--- src/rtl/seq_priority_encoder_pkg.sv ---
// Shared types for the sequential priority encoder.
// Two-state FSM: IDLE waits for a load, EMIT drains the pending vector.
package enc_pkg;

   localparam int DATA_WIDTH_DEF = 3;

   localparam logic ST_IDLE = 1'b0;
   localparam logic ST_EMIT = 1'b1;

   typedef enum logic {
      IDLE = ST_IDLE,
      EMIT = ST_EMIT
   } state_t;

endpackage

--- src/rtl/seq_priority_encoder_if.sv ---
// Index output handshake: producer drives idx_out/idx_valid,
// consumer drives idx_ready.
interface seq_priority_encoder_if #(
   parameter int DATA_WIDTH = 3
);

   logic [DATA_WIDTH-1:0] idx_out;
   logic                  idx_valid;
   logic                  idx_ready;

   modport master (
      output idx_out,
      output idx_valid,
      input  idx_ready
   );

   modport slave (
      input  idx_out,
      input  idx_valid,
      output idx_ready
   );

endinterface

--- src/rtl/seq_priority_encoder_lowest_set_encoder.sv ---
// Combinational N -> DATA_WIDTH encoder of the lowest set bit.
// found is low (and idx zero) when the vector is empty.
module lowest_set_encoder #(
   parameter int DATA_WIDTH = 3
) (
   input  logic [2**DATA_WIDTH-1:0] req,
   output logic [DATA_WIDTH-1:0]    idx,
   output logic                     found
);

   localparam int N = 2**DATA_WIDTH;

   always_comb begin
      idx   = '0;
      found = 1'b0;
      // Scan downward so the lowest set bit wins.
      for (int i = N - 1; i >= 0; i--) begin
         if (req[i]) begin
            idx   = DATA_WIDTH'(i);
            found = 1'b1;
         end
      end
   end

endmodule

--- src/rtl/seq_priority_encoder.sv ---
// Captures a request vector and emits the index of each set bit,
// lowest first, one per valid/ready transfer.
module seq_priority_encoder
   import enc_pkg::*;
#(
   parameter int DATA_WIDTH = DATA_WIDTH_DEF
) (
   input  logic                    clk,
   input  logic                    rst,
   input  logic                    en,
   input  logic                    load,
   input  logic [2**DATA_WIDTH-1:0] req_in,
   output logic                    busy,
   output logic                    none,
   output logic [DATA_WIDTH:0]     count_out,
   seq_priority_encoder_if.master  idx
);

   localparam int N = 2**DATA_WIDTH;

   state_t         state_q, state_d;
   logic [N-1:0]   pend_q, pend_d;
   logic           none_q, none_d;
   logic [DATA_WIDTH-1:0] low_idx;
   logic           low_found;
   logic           valid;

   lowest_set_encoder #(
      .DATA_WIDTH(DATA_WIDTH)
   ) u_lse (
      .req   (pend_q),
      .idx   (low_idx),
      .found (low_found)
   );

   always_ff @(posedge clk or posedge rst) begin
      if (rst) begin
         state_q <= IDLE;
         pend_q  <= '0;
         none_q  <= 1'b0;
      end else begin
         state_q <= state_d;
         pend_q  <= pend_d;
         none_q  <= none_d;
      end
   end

   always_comb begin
      state_d = state_q;
      pend_d  = pend_q;
      none_d  = 1'b0;
      valid   = 1'b0;
      unique case (state_q)
         IDLE: begin
            if (en && load) begin
               if (req_in != '0) begin
                  pend_d  = req_in;
                  state_d = EMIT;
               end else begin
                  none_d = 1'b1;
               end
            end
         end
         EMIT: begin
            valid = en && low_found;
            if (valid && idx.idx_ready) begin
               // Clearing the lowest set bit is exactly pend & (pend - 1).
               pend_d = pend_q & (pend_q - N'(1));
               if (pend_d == '0) begin
                  state_d = IDLE;
               end
            end
         end
         default: state_d = IDLE;
      endcase
   end

   always_comb begin
      count_out = '0;
      for (int i = 0; i < N; i++) begin
         count_out = count_out + (DATA_WIDTH+1)'(pend_q[i]);
      end
   end

   assign idx.idx_valid = valid;
   assign idx.idx_out   = valid ? low_idx : '0;
   assign busy          = (state_q == EMIT);
   assign none          = none_q;

endmodule

--- src/flat_wrapper.sv ---
// flat-port wrapper written by rule: the top's interface ports become plain ports
module seq_priority_encoder_flat import enc_pkg::*;
#(
   parameter int DATA_WIDTH = DATA_WIDTH_DEF
)
  (clk, rst, en, load, req_in, busy, none, count_out, idx_idx_out, idx_idx_valid, idx_idx_ready);
  seq_priority_encoder_if #(.DATA_WIDTH(DATA_WIDTH)) idx_i ();
  input  logic clk;
  input  logic rst;
  input  logic en;
  input  logic load;
  input  logic [2**DATA_WIDTH-1:0] req_in;
  output logic busy;
  output logic none;
  output logic [DATA_WIDTH:0] count_out;
  output wire logic [$bits(idx_i.idx_out)-1:0] idx_idx_out;
  output wire logic [$bits(idx_i.idx_valid)-1:0] idx_idx_valid;
  input wire logic [$bits(idx_i.idx_ready)-1:0] idx_idx_ready;
  assign idx_idx_out = idx_i.idx_out;
  assign idx_idx_valid = idx_i.idx_valid;
  assign idx_i.idx_ready = idx_idx_ready;
  seq_priority_encoder #(.DATA_WIDTH(DATA_WIDTH)) u_core (.clk(clk), .rst(rst), .en(en), .load(load), .req_in(req_in), .busy(busy), .none(none), .count_out(count_out), .idx(idx_i));
endmodule
--- config.mk ---
export PLATFORM = sky130hd
export DESIGN_NAME = seq_priority_encoder_flat
export DESIGN_NICKNAME = d
export VERILOG_FILES = /design/src/rtl/seq_priority_encoder_pkg.sv /design/src/rtl/seq_priority_encoder_if.sv /design/src/rtl/seq_priority_encoder_lowest_set_encoder.sv /design/src/rtl/seq_priority_encoder.sv /design/src/flat_wrapper.sv
export SDC_FILE = /design/constraint.sdc
export NUM_CORES = 1
export LEC_CHECK = 0
export CAP_MARGIN = 40
export CORE_ASPECT_RATIO = 0.7
export CORE_MARGIN = 2
export CORE_UTILIZATION = 48
export DETAILED_ROUTE_END_ITERATION = 8
export GPL_TIMING_DRIVEN = 0
export PLACE_DENSITY = 0.78
export SETUP_SLACK_MARGIN = 0.05
export SLEW_MARGIN = 20
export SYNTH_ARGS = -nofsm -noshare
export SYNTH_HDL_FRONTEND = slang
export SYNTH_SLANG_ARGS = --single-unit
--- constraint.sdc ---
create_clock -name clk -period 4.6 [get_ports clk]
set_clock_uncertainty 0.15 [all_clocks]
set_input_delay 0.92 -clock clk [delete_from_list [all_inputs] [get_ports clk]]
set_output_delay 0.92 -clock clk [all_outputs]
set_load 0.01 [all_outputs]
After elaboration in Yosys (flattened, before gate mapping)

Cells that the tools add are included.
W data, S select, Z words.

Add/subtract/negate cells: 8
Eq/ne operators: 3
Bitwise operators: 2
Multiplexer cells: 30
Reduce and logical (&&, ||, !) cells: 6

Operators with widths:

| operator              | number |
|---|---|
| $mux W3               | 9 |
| $add A4 B1 Y4         | 6 |
| $mux W8               | 3 |
| $mux W1               | 16 |
| $pmux W8 S2           | 1 |
| $and A8 B8 Y8         | 1 |
| $logic_not A8 Y1      | 1 |
| $reduce_bool A8 Y1    | 1 |
| $sub A8 B1 Y8 const B | 1 |
| $ne A2 B1 Y1 const B  | 2 |
| $logic_and A1 B1 Y1   | 3 |
| $reduce_and A3 Y1     | 1 |
| $add A1 B1 Y2         | 1 |
| $ne A2 B2 Y1 const B  | 1 |
| $pmux W1 S2           | 1 |
| $not A1 Y1            | 1 |

Word-level logic and storage cells: 52
Input bits: 13
Output and inout bits: 10
Flip-flop bits (word level): 10

Depth between registers and ports, before layout

Word-level depth: 12
Depth in mapped cells: 11

Hierarchy

Synthesis repeated with hierarchy kept, for this count alone.

Cell total of the unflattened synthesis: 92
Area, all modules: 897.1 sq um

Modules (own cells, without submodules):

| module               | sequential area each (sq um) | cells each | times used | area an instance (sq um) |
|---|---|---|---|---|
| seq_priority_encoder | 250.2                        | 79         | 1          | 817.0 |
| lowest_set_encoder   | 0.0                          | 13         | 1          | 80.1 |

Worst setup path after synthesis

No wires, ideal clock.

Path type: reg-to-output
Start point: register u_core.pend_q[0]
End point: output count_out[1]
Buffers on the path: 0
Path slack: 0.782 ns
Arrival: 2.748 ns
Cell stages (with the launch flop): 11
Cells stage by stage: dfrtp_1 inv_1 ha_1 inv_1 fa_1 fa_1 inv_1 fa_1 inv_1 fa_1 inv_1

Longest elaborated chain between the ends: 7

RTL lines:

| element                    | RTL line                   | RTL |
|---|---|---|
| start: declaration         | seq_priority_encoder.sv:22 | `logic [N-1:0] pend_q, pend_d;` |
| start signal: assignment   | seq_priority_encoder.sv:43 | `pend_q <= pend_d;` |
| $add A1 B1 Y2              | seq_priority_encoder.sv:81 | `count_out = count_out + (DATA_WIDTH+1)'(pend_q[i]);` |
| $add A4 B1 Y4 (6 in a row) | seq_priority_encoder.sv:81 |  |
| end: declaration           | flat_wrapper.sv:15         | `output logic [DATA_WIDTH:0] count_out;` |

No other way between the ends.

Worst setup path in the final report

Start point: register u_core.pend_q[1]
End point: output count_out[1]

Same word-level chain as after synthesis.

==> results by group <==
Outcome
  • Result of the run: finished, final reports clean

Timing
  • Headroom to the max-slew limit: 65.7%
  • Tmin final: 4.41 ns
  • Min Hold Slack: 0.469 ns
  • RSZ-0062 raised after global routing: false
  • Total count of max-transition violations in the final report: 0
  • Min setup slack post-route: 0.190 ns
  • Setup-violating endpoint count in the final report: 0
  • Tightest Pin Transition: 0.510 ns
  • Highest clock frequency the design can meet: 227 MHz
  • Total Neg Setup Slack: 0 ns
  • Final-report hold violation count: 0
  • Final period util: 95.9%

Critical path
  • RR Endpoint: u_core.pend_q[2]
  • Crit path max-delay family: adder cells
  • Number of buffer and inverter stages on the critical path: 7
  • Worst setup slack for register-to-register paths: 2.77 ns
  • Kind of capture point of the worst setup path: output port
  • Critical Path Start Type: register
  • Cell-by-cell listing of the critical path: buf_6 -> inv_1 -> ha_1 -> inv_1 -> fa_1 -> fa_1 -> inv_1 -> fa_1 -> inv_1 -> fa_1 -> inv_1 -> dlygate4sd2_1
  • Startpoint-to-endpoint class of the critical path: register to output port
  • FF-to-FF Start: u_core.busy
  • WP data arrival: 3.34 ns
  • Biggest fanout along the worst timing path: 8
  • Number of cell instances on the worst register-to-register path: 6
  • CP max stage delay: 0.51 ns
  • CP max-delay cell: fa_1
  • Worst setup startpoint: u_core.pend_q[1]
  • Data required time of the worst path: 3.53 ns
  • CP most frequent cell: inv_1
  • Capturing instance or port of the critical path: count_out[1]
  • Number of cells on the critical path: 12

Final layout
  • Growth of design area from synthesis to finish: 34.0%
  • Final core utilization: 67.1%
  • Nets: 152
  • Area taken by multi-input logic gates: 561 um^2
  • Number of fillers in the final layout: 164
  • Area occupied by registers: 251 um^2
  • Ant. Diodes: 0
  • Fraction of layout instances using a drive strength above 1: 16.2%

Synthesis
  • Cell count after synthesis: 100
  • Synth Register Bits: 10
  • Ys async rst share: 100%
  • Part of the Yosys area used for sequential elements: 27.2%
  • Cell area after synthesis: 921 um^2
  • Count of yosys warnings during synthesis: 0
  • Yosys cell types: 35
  • Count of flip-flops with a built-in enable after synthesis: 0
  • Syn nets: 121
  • Most area-hungry cell type in the Yosys netlist: dfrtp_1
  • Dominant cells by area after synthesis: dfrtp_1 27%, fa_1 8.7%, inv_1 7.7%
  • Top cell type's share of synthesized area: 27.2%
  • Top FF cell, synth: dfrtp_1
  • Post-synthesis area per instance: 9.21 um^2

Clocking
  • # hold bufs at CTS: 0
  • Clock Pin Slew Worst Setup and Hold Paths: 0.07 ns
  • Clk sink count: 10
  • TritonCTS clock tree: done
  • Root buf cell: clkbuf_4
  • Clk Latency, worst-skew pair: 0.28 ns
  • CTS Buf Count: 3
  • Bufs on Longest Clock Path: 2
  • Level count of the clock H-tree: 1

GRT
  • Pin count of the biggest net entering global routing: 11
  • Global routing usage on met3: 7.57%
  • GRT Total Usage: 22.1%
  • Initial antenna violation count: 0
  • Most used routing layer in global routing: met2
  • Wire length of the first global-routing pass: 3.66 mm
  • Total congestion overflow after global routing: 0
  • Met1 track demand over resource: 26.5%
  • GR Layer Usage met2: 38.2%
  • Number of global-route vias before repair: 790

Drt
  • Number of design-rule violations left by the first detailed-router iteration: 24
  • Detail-routed via count per cell: 5.73
  • Pre-Repair DR Iteration Count: 4
  • Routed Antenna Nets: 0
  • Wire per inst: 15.0 um
  • Final wirelength: 2.28 mm
  • Total DRC errors in the routed layout: 0
  • Routed via count: 871

Power
  • Design Power: 1.05 mW
  • Leakage power of the design: 0.543 nW
  • Max IR drop VDD: 0.815 mV
  • Power per cell area: 847 nW/um^2

Die
  • Count of pins on the block boundary: 23
  • Height of the die: 40.6 um
  • Floorplan die area: 2290 um^2
  • Die W: 56.4 um
  • Initial core utilization: 50.1%
  • Number of placement rows: 13
  • Core area: 1840 um^2

Placed design
  • Count of input and output buffers: 22
  • Pre-CTS setup slack: 0.139 ns
  • Placed wire-length estimate: 1.77 mm
  • RD Place Congestion: 0.868

Flow run
  • Max-cap violations: 0

Hold path
  • Worst Hold Class: register to register
registers in the layout, indices dropped and copies added, names as in the netlist:
| register | cells |
|---|---|
| u_core.busy | 1 |
| u_core.none | 1 |
| u_core.pend_q | 8 |
report_power, final:
| part | leakage [nW] | switching, mW | internal [mW] | total, mW |
|---|---|---|---|---|
| combinational | 0.403 | 0.389 | 0.396 | 0.785 |
| sequential | 0.119 | 0.0534 | 0.125 | 0.178 |
| clock | 0.0210 | 0.0345 | 0.0482 | 0.0827 |
worst min-delay path by stage:
stage,startpoint,cells past startpoint,slack [ns],to
after floorplan,u_core.pend_q[7],1,0.39,u_core.pend_q[7]
after global placement,u_core.pend_q[7],1,0.42,u_core.pend_q[7]
after detailed placement,u_core.pend_q[7],1,0.44,u_core.pend_q[7]
after CTS,u_core.pend_q[7],1,0.46,u_core.pend_q[7]
after global routing,u_core.pend_q[7],1,0.50,u_core.pend_q[7]
final,u_core.pend_q[7],1,0.47,u_core.pend_q[7]
cell usage after synthesis, types with 2 or more instances:
library cell  instances
a21oi_1               5
buf_6                 3
ha_1                  4
nand3_1               2
o22ai_1               3
o21ai_0               3
fa_1                  4
nor2_1                5
nor2b_1               2
mux2i_1               2
inv_1                19
dfrtp_1              10
nor4_2                3
nand2_1               5
o2bb2ai_1             3
a22o_1                3
and3_1                2
o21ai_1               2
nor3_1                4
final cells by class:
class,instances,share of cell area [%]
Clock buffer,4,2.94
Multi-Input combinational cell,67,45.4
Tap cell,22,2.23
Sequential cell,10,20.4
Timing Repair Buffer,26,20.1
Buffer,4,3.14
Inverter,19,5.78
worst register-to-register path, stage by stage (launching register included):
cell	delay (ns)
dfrtp_1	0.37
buf_2	0.17
nand3b_1	0.24
a21oi_4	0.32
buf_6	0.20
o22ai_1	0.09
o2bb2ai_1	0.15
layout by cell type (no fill, tap or decap), types with 2 or more instances in the layout:
master,instances
nor2_1,5
nor2b_1,2
buf_6,3
and3_1,2
clkdlybuf4s50_1,20
buf_4,4
nand3_1,2
ha_1,4
dfrtp_1,9
dlygate4sd2_1,2
clkbuf_4,3
a21oi_1,5
fa_1,4
o22ai_1,3
nand2_1,5
inv_1,19
o2bb2ai_1,3
o21ai_1,2
a22o_1,3
o21ai_0,3
nor4_2,3
mux2i_1,2
nor3_1,4
stage by stage:
stage | instance area (um^2) | instances
after floorplan | 921 | 100
after global placement | 1170 | 144
after detailed placement | 1170 | 144
after CTS | 1200 | 148
after global routing | 1230 | 152
final | 1230 | 152
cells by family (layout without fill, tap and decap cells):
family                     count (synthesis)  in the layout  share of synthesized area, %
xor gates and xnor gates                   1              1                         0.951
AOI/OAI and AO/OA                         30             30                          25.1
muxes                                      2              2                          2.17
buffers and inverters                     23             53                          12.0
DFF                                       10             10                          27.2
and+or+nand+nor                           26             26                          18.5
adders and majority gates                  8              8                          14.1
routing by layer:
layer  share of wire, %  wire (um)
met1                 45       1030
met2                 47       1070
met3                6.8        155
met4                1.3         29
met5                  0          0
timing repair:
item | CTS | global route
gates cloned | 0 | 0
buffers inserted | 0 | 4
resized for setup | 3 | 0
setup endpoints to repair | 2 | 1
pin swaps | 0 | 0
Power figures use the tool's default switching activity.
